==> config.mk <==
export PLATFORM = sky130hd
export DESIGN_NAME = fifo_chk_queue
export DESIGN_NICKNAME = d
export VERILOG_FILES = /design/src/rtl/fifo_chk_pkg.sv /design/src/rtl/fifo_chk_queue.sv
export SDC_FILE = /design/constraint.sdc
export NUM_CORES = 1
export LEC_CHECK = 0
export CORE_MARGIN = 2
export CORE_UTILIZATION = 30
export CTS_CLUSTER_SIZE = 8
export DETAILED_ROUTE_END_ITERATION = 7
export GPL_TIMING_DRIVEN = 0
export SYNTH_ARGS = -nofsm -noshare
export SYNTH_HDL_FRONTEND = slang
export SYNTH_SLANG_ARGS = --single-unit
==> constraint.sdc <==
create_clock -name clk -period 4.9 [get_ports clk]
set_input_delay 1.47 -clock clk [delete_from_list [all_inputs] [get_ports clk]]
set_output_delay 1.47 -clock clk [all_outputs]
set_load 0.03 [all_outputs]
==> src/rtl/fifo_chk_pkg.sv <==
// Shared types for the single-clock FIFO shadow checker: error codes,
// sticky-bit positions and the first-error priority encoder.
package fifo_chk_pkg;

  typedef enum logic [1:0] {
    OVER  = 2'd0,
    UNDER = 2'd1,
    DATA  = 2'd2,
    FLAG  = 2'd3
  } err_code_e;

  localparam int ERR_W     = 4;
  localparam int ERR_OVER  = 0;
  localparam int ERR_UNDER = 1;
  localparam int ERR_DATA  = 2;
  localparam int ERR_FLAG  = 3;

  // Highest-priority error present in one cycle's event vector.
  function automatic err_code_e first_code(input logic [ERR_W-1:0] ev);
    err_code_e code;
    if (ev[ERR_OVER]) begin
      code = OVER;
    end else if (ev[ERR_UNDER]) begin
      code = UNDER;
    end else if (ev[ERR_DATA]) begin
      code = DATA;
    end else begin
      code = FLAG;
    end
    return code;
  endfunction

endpackage

==> src/rtl/fifo_chk_queue.sv <==
// Reference queue for the FIFO checker: shadow RAM, wrapping head/tail
// pointers and an occupancy counter, plus overflow/underflow detection.
module fifo_chk_queue
  import fifo_chk_pkg::*;
#(
  parameter int WIDTH = 8,
  parameter int DEPTH = 4
) (
  input  logic                         clk,
  input  logic                         rst,
  input  logic                         we,
  input  logic                         re,
  input  logic [WIDTH-1:0]             wdata,
  output logic [$clog2(DEPTH+1)-1:0]   level,
  output logic [WIDTH-1:0]             head,
  output logic                         pop,
  output logic                         over,
  output logic                         under
);

  localparam int PTR_W = $clog2(DEPTH);
  localparam int LVL_W = $clog2(DEPTH+1);
  localparam logic [LVL_W-1:0] LVL_FULL = LVL_W'(DEPTH);

  logic [WIDTH-1:0] mem_q [DEPTH];
  logic [PTR_W-1:0] wr_ptr_q, wr_ptr_d;
  logic [PTR_W-1:0] rd_ptr_q, rd_ptr_d;
  logic [LVL_W-1:0] level_q, level_d;
  logic             full_s, empty_s, push_s, pop_s;

  // Push/pop legality; a read on a full queue frees the slot for a same-cycle write.
  always_comb begin
    full_s  = (level_q == LVL_FULL);
    empty_s = (level_q == {LVL_W{1'b0}});
    pop_s   = re && !empty_s;
    push_s  = we && (!full_s || re);
    over    = we && full_s && !re;
    under   = re && empty_s;
  end

  // Next pointers wrap naturally since DEPTH is a power of two.
  always_comb begin
    wr_ptr_d = push_s ? (wr_ptr_q + PTR_W'(1)) : wr_ptr_q;
    rd_ptr_d = pop_s  ? (rd_ptr_q + PTR_W'(1)) : rd_ptr_q;
    case ({push_s, pop_s})
      2'b10:   level_d = level_q + LVL_W'(1);
      2'b01:   level_d = level_q - LVL_W'(1);
      default: level_d = level_q;
    endcase
  end

  // Pointer and occupancy state.
  always_ff @(posedge clk or posedge rst) begin
    if (rst) begin
      wr_ptr_q <= {PTR_W{1'b0}};
      rd_ptr_q <= {PTR_W{1'b0}};
      level_q  <= {LVL_W{1'b0}};
    end else begin
      wr_ptr_q <= wr_ptr_d;
      rd_ptr_q <= rd_ptr_d;
      level_q  <= level_d;
    end
  end

  // Shadow storage; contents are don't-care until written.
  always_ff @(posedge clk) begin
    if (push_s) begin
      mem_q[wr_ptr_q] <= wdata;
    end
  end

  assign level = level_q;
  assign head  = mem_q[rd_ptr_q];
  assign pop   = pop_s;

endmodule

After elaboration in Yosys (flattened, before gate mapping)
Memory sizes are Yosys's and may differ from the RTL's.
Cells that the tools add are included.
- register bits: 7
- latch bits: 0
- memory bits (writable): 32
- bits in read-only memories: 0
- input port bits: 12
- output and inout port bits: 14
- logic and storage cells: 25
- memories kept: 1
- memories (name ; words ; bits a word ; read ports ; clocked after memory_dff ; wr ports ; line ; RTL):
    mem_q ; 4 ; 8 ; 1 ; 0 ; 1 ; fifo_chk_queue.sv:25 ; logic [WIDTH-1:0] mem_q [DEPTH];
- $add $sub $neg: 4
- $mul: 0
- divide/modulo/power cells: 0
- order comparisons: 0
- equal/unequal tests: 3
- shift operators: 0
- multiplexer cells: 3
- bitwise logic cells: 0
- reductions and logical operators: 11
- operators by type and width (operator ; count):
    case mux 3 bit (2 select lines) ; 1
    logical AND 1 bit ; 5
    adder 2 x 1 -> 2 bit (second input constant) ; 2
    adder 3 x 1 -> 3 bit (second input constant) ; 1
    == test 3 bit (second input constant) ; 1
    logical NOT 1 bit ; 3
    logical NOT 3 bit ; 1
    subtractor 3 x 1 -> 3 bit (second input constant) ; 1
    == test 2 x 1 -> 1 bit (second input constant) ; 1
    == test 2 bit (second input constant) ; 1
    two-way mux 1 bit ; 2
    nonzero test 2 bit ; 1
    logical OR 1 bit ; 1

Longest topological paths before layout
- word-level depth: 6
- mapped depth: 9
- depth with buffers taken out: 9

Worst setup path after synthesis
Ideal clock, no wire load.
- kind: in2out
- start: in re
- end: out under
- data arrival time: 2476 ps
- required time: 3430 ps
- setup slack: 954 ps
- cell stages on the path: 1
- buffers on the path: 0
- path through: nor4b_1
- word-level cells in the longest chain between the ends: 1
- RTL lines (what ; line ; RTL):
    start: declaration ; fifo_chk_queue.sv:12 ; input logic re,
    logical AND 1 bit ; fifo_chk_queue.sv:38 ; under = re && empty_s;
    end: declaration ; fifo_chk_queue.sv:18 ; output logic under
No other way between the ends.

Final worst setup path
- start: in re
- end: out over
- word-level cells in the longest chain between the ends: 2
- RTL lines (what ; line ; RTL):
    logical NOT 1 bit ; fifo_chk_queue.sv:37 ; over = we && full_s && !re;
    logical AND 1 bit ; fifo_chk_queue.sv:37 ;
    end: declaration ; fifo_chk_queue.sv:17 ; output logic over,
No other way between the ends.

==> results.txt <==
----------------------------------------------------
[Logic synthesis]
  Simple logic cell fraction of the synthesized area ... 4.85%
  Share of cell area taken by muxes after synthesis ... 12.8%
  Syn_nets ... 99
  Mapped cell area ... 1600 sq um
  Area fraction in compound gates after synthesis ... 0.626%
  Yosys Warn Count ... 0
  Cell count after synthesis ... 81
  Xor/xnor cell area share of the yosys netlist ... 3.29%
  Largest family of logic cells by synthesized area ... multiplexers
  Post-synthesis register bit count ... 39
  Unique cell type count in the Yosys netlist ... 19
  Number of enable-type register cells in the synthesized netlist ... 32
  Fraction of synthesis flops using an asynchronous set or reset pin ... 17.9%
  Post-synthesis area per instance ... 19.7 sq um
  Most frequently used flop master after synthesis ... sky130_fd_sc_hd__edfxtp_1
  Sequential cell area fraction in the yosys report ... 71.0%
  Fraction of the mapped netlist area in adder cells ... 5.16%

[STA]
  Worst rel slew slack ... 58.5%
  Clock skew after layout ... 0.0101 ns
  Total negative slack ... 0 ns
  Setup repair after global routing missed its margin ... false
  Hold WS ... 0.545 ns
  Number of hold violations in the final report ... 0
  Highest attainable clock frequency ... 0.220 GHz
  Worst Tran Pin Value ... 0.622 ns
  Count of pins over their slew limit ... 0
  Post-route clock period utilization ... 92.7%
  Final worst path period need ... 4.54 ns
  Number of setup violations in the final report ... 0

[Worst setup path]
  Crit path kind ... in -> out
  Flop-to-flop setup slack ... 2.74 ns
  Worst Setup Start Kind ... input port
  Worst Setup End Kind ... output port
  Data arrival at the endpoint of the critical path ... 3.07 ns
  Data required time of the worst path ... 3.43 ns
  Largest fanout of any net on the critical path ... 3

[Placement]
  Number of buffers inserted by port buffering ... 25
  Routability Congestion ... 0.704
  Detail Placement HPWL ... 1.81 mm

[Routing]
  Vias ... 796
  Final wirelength ... 2.69 mm
  Initial DRC count ... 57
  Detailed Routing Iterations Pass 1 ... 4
  Average vias per placed instance ... 4.33
  Number of nets with antenna violations after routing ... 0
  Post-detailed-route wirelength per cell ... 14.6 um
  Remaining DRCs ... 0

[Global routing]
  Final global-route overflow total ... 0
  Pin count of the biggest net entering global routing ... 14
  Vias in the first global route ... 857
  Antenna violations before repair ... 0
  Tot GR Track Use ... 9.93%
  First-pass GRT wire length ... 4.19 mm

[Power]
  Worst vdd ir ... 0.160 mV
  Ratio of total power to cell area ... 629 nW/um^2
  Reported leakage power ... 0.732 nW

[Floorplan]
  Die span in y ... 77.0 um
  Area of the die ... 5930 sq um
  Site Rows ... 26
  Core area ... 5140 sq um
  Horizontal extent of the die ... 77.0 um
  Number of top-level pins ... 26
  Starting utilization of the core area ... 31.1%

[Finish]
  ANT cells ... 0
  P&R area growth vs syn ... 28.2%
  Most common library cell in the layout ignoring fill and taps ... sky130_fd_sc_hd__edfxtp_1
  Commonest cells after routing, fill and taps aside ... sky130_fd_sc_hd__edfxtp_1, sky130_fd_sc_hd__clkdlybuf4s50_1, sky130_fd_sc_hd__mux4_2
  Net count reported at finish ... 131
  Layout cell share with drive strength beyond 1 ... 22.8%

[Flow run]
  Maximum capacitance violations ... 0

[Status]
  Outcome ... complete, no violations

[Worst hold path]
  Type of the tightest min-delay check ... reg -> reg

[Clocking]
  Maximum buffer depth of the clock tree ... 2
  TritonCTS clock tree ... built
  PostCTS Resize Cnt ... 0
  Total number of H-tree levels ... 2
  Clock transition at path regs ... 0.08 ns
  Insertion delay of the later-clocked pin in the worst-skew pair ... 0.30 ns
  Number of setup buffers added after CTS ... 0
  Clock root cell ... sky130_fd_sc_hd__clkbuf_8
  Clock sinks ... 39
  Number of clock buffers inserted by TritonCTS ... 5
  Hold buffers post-CTS ... 0

----------------------------------------------------
==> synth_stat cells (3+ instances only) <==
cell type | count | area share [%]
sky130_fd_sc_hd__edfxtp_1 | 32 | 60
sky130_fd_sc_hd__mux4_2 | 8 | 11
sky130_fd_sc_hd__dfrtp_1 | 7 | 11
sky130_fd_sc_hd__inv_1 | 7 | 1.6
sky130_fd_sc_hd__and2_2 | 5 | 2.3
sky130_fd_sc_hd__ha_1 | 5 | 3.9
sky130_fd_sc_hd__xnor2_1 | 3 | 1.6
sky130_fd_sc_hd__xor2_1 | 3 | 1.6
==> worst max-delay path, stage by stage <==
cell and delay, ns:
sky130_fd_sc_hd__clkdlybuf4s50_1 0.45, sky130_fd_sc_hd__nor4b_2 0.30, sky130_fd_sc_hd__and2_2 0.19, sky130_fd_sc_hd__clkdlybuf4s50_1 0.66
==> layer usage <==
layer  wire length (um)  track usage (%)  vias to the layer above
met5                  0                0                        -
li1                   -                -                      367
met3                160             3.88                        6
met4                 78             7.32                        0
met2               1370             15.7                       26
met1               1080             10.8                      397
==> area by class of cell <==
| class | instances | area, sq um |
|---|---|---|
| plain buffers | 2 | 8.76 |
| clock buffers | 5 | 68.8 |
| clock inverters | 3 | 43.8 |
| fillers | 488 | 3090 |
| inverters | 7 | 26.3 |
| multi-input cells | 33 | 428 |
| flip-flops and latches | 39 | 1140 |
| well taps | 70 | 87.6 |
| repair buffers | 25 | 250 |
==> cell families (layout without fill, tap and decap cells) <==
| group | after synthesis | after routing |
|---|---|---|
| mux | 10 | 10 |
| flops | 39 | 39 |
| simple gates | 10 | 10 |
| xor+xnor | 6 | 6 |
| compound gates | 1 | 1 |
| fa+ha+maj | 6 | 6 |
| buf+inv | 9 | 42 |
==> worst paths after layout <==
kind,start,endpoint,cells after the start
worst min-delay path,level[2],level[2],1
max in group asynchronous,rst,rd_ptr_q[0],2
worst min register to register,level[2],level[2],1
worst max register to register,level[0],level[2],9
min in group asynchronous,rst,level[2],2
worst max-delay path,re,over,4
==> registers in the layout (all words and copies together) (netlist names) <==
| signal | cells |
|---|---|
| level | 3 |
| mem_q | 32 |
| rd_ptr_q | 2 |
| wr_ptr_q | 2 |
==> power breakdown <==
part | leakage [nW] | internal [W] | total [W] | switching [W]
sequential | 0.375 | 0.000448 | 0.000488 | 0.0000402
clock | 0.0581 | 0.000152 | 0.000266 | 0.000114
combinational | 0.299 | 0.000245 | 0.000535 | 0.000290
==> stage by stage <==
stage | utilization [%] | power, W | cells | cell area, sq um | worst slack (ns)
6_report | 39.9 | 0.00129 | 184 | 2050 | 0.355
5_1_grt | 39.9 | 0.00135 | 184 | 2050 | 0.321
4_1_cts | 39.9 | 0.00131 | 184 | 2050 | 0.349
3_5_place_dp | 37.7 | 0.00104 | 176 | 1940 | 0.356
3_3_place_gp | 37.7 | 0.00102 | 176 | 1940 | 0.386
2_1_floorplan | - | 0.000848 | 81 | 1600 | 0.954
Note: power is estimated with default switching activity, not from simulation.
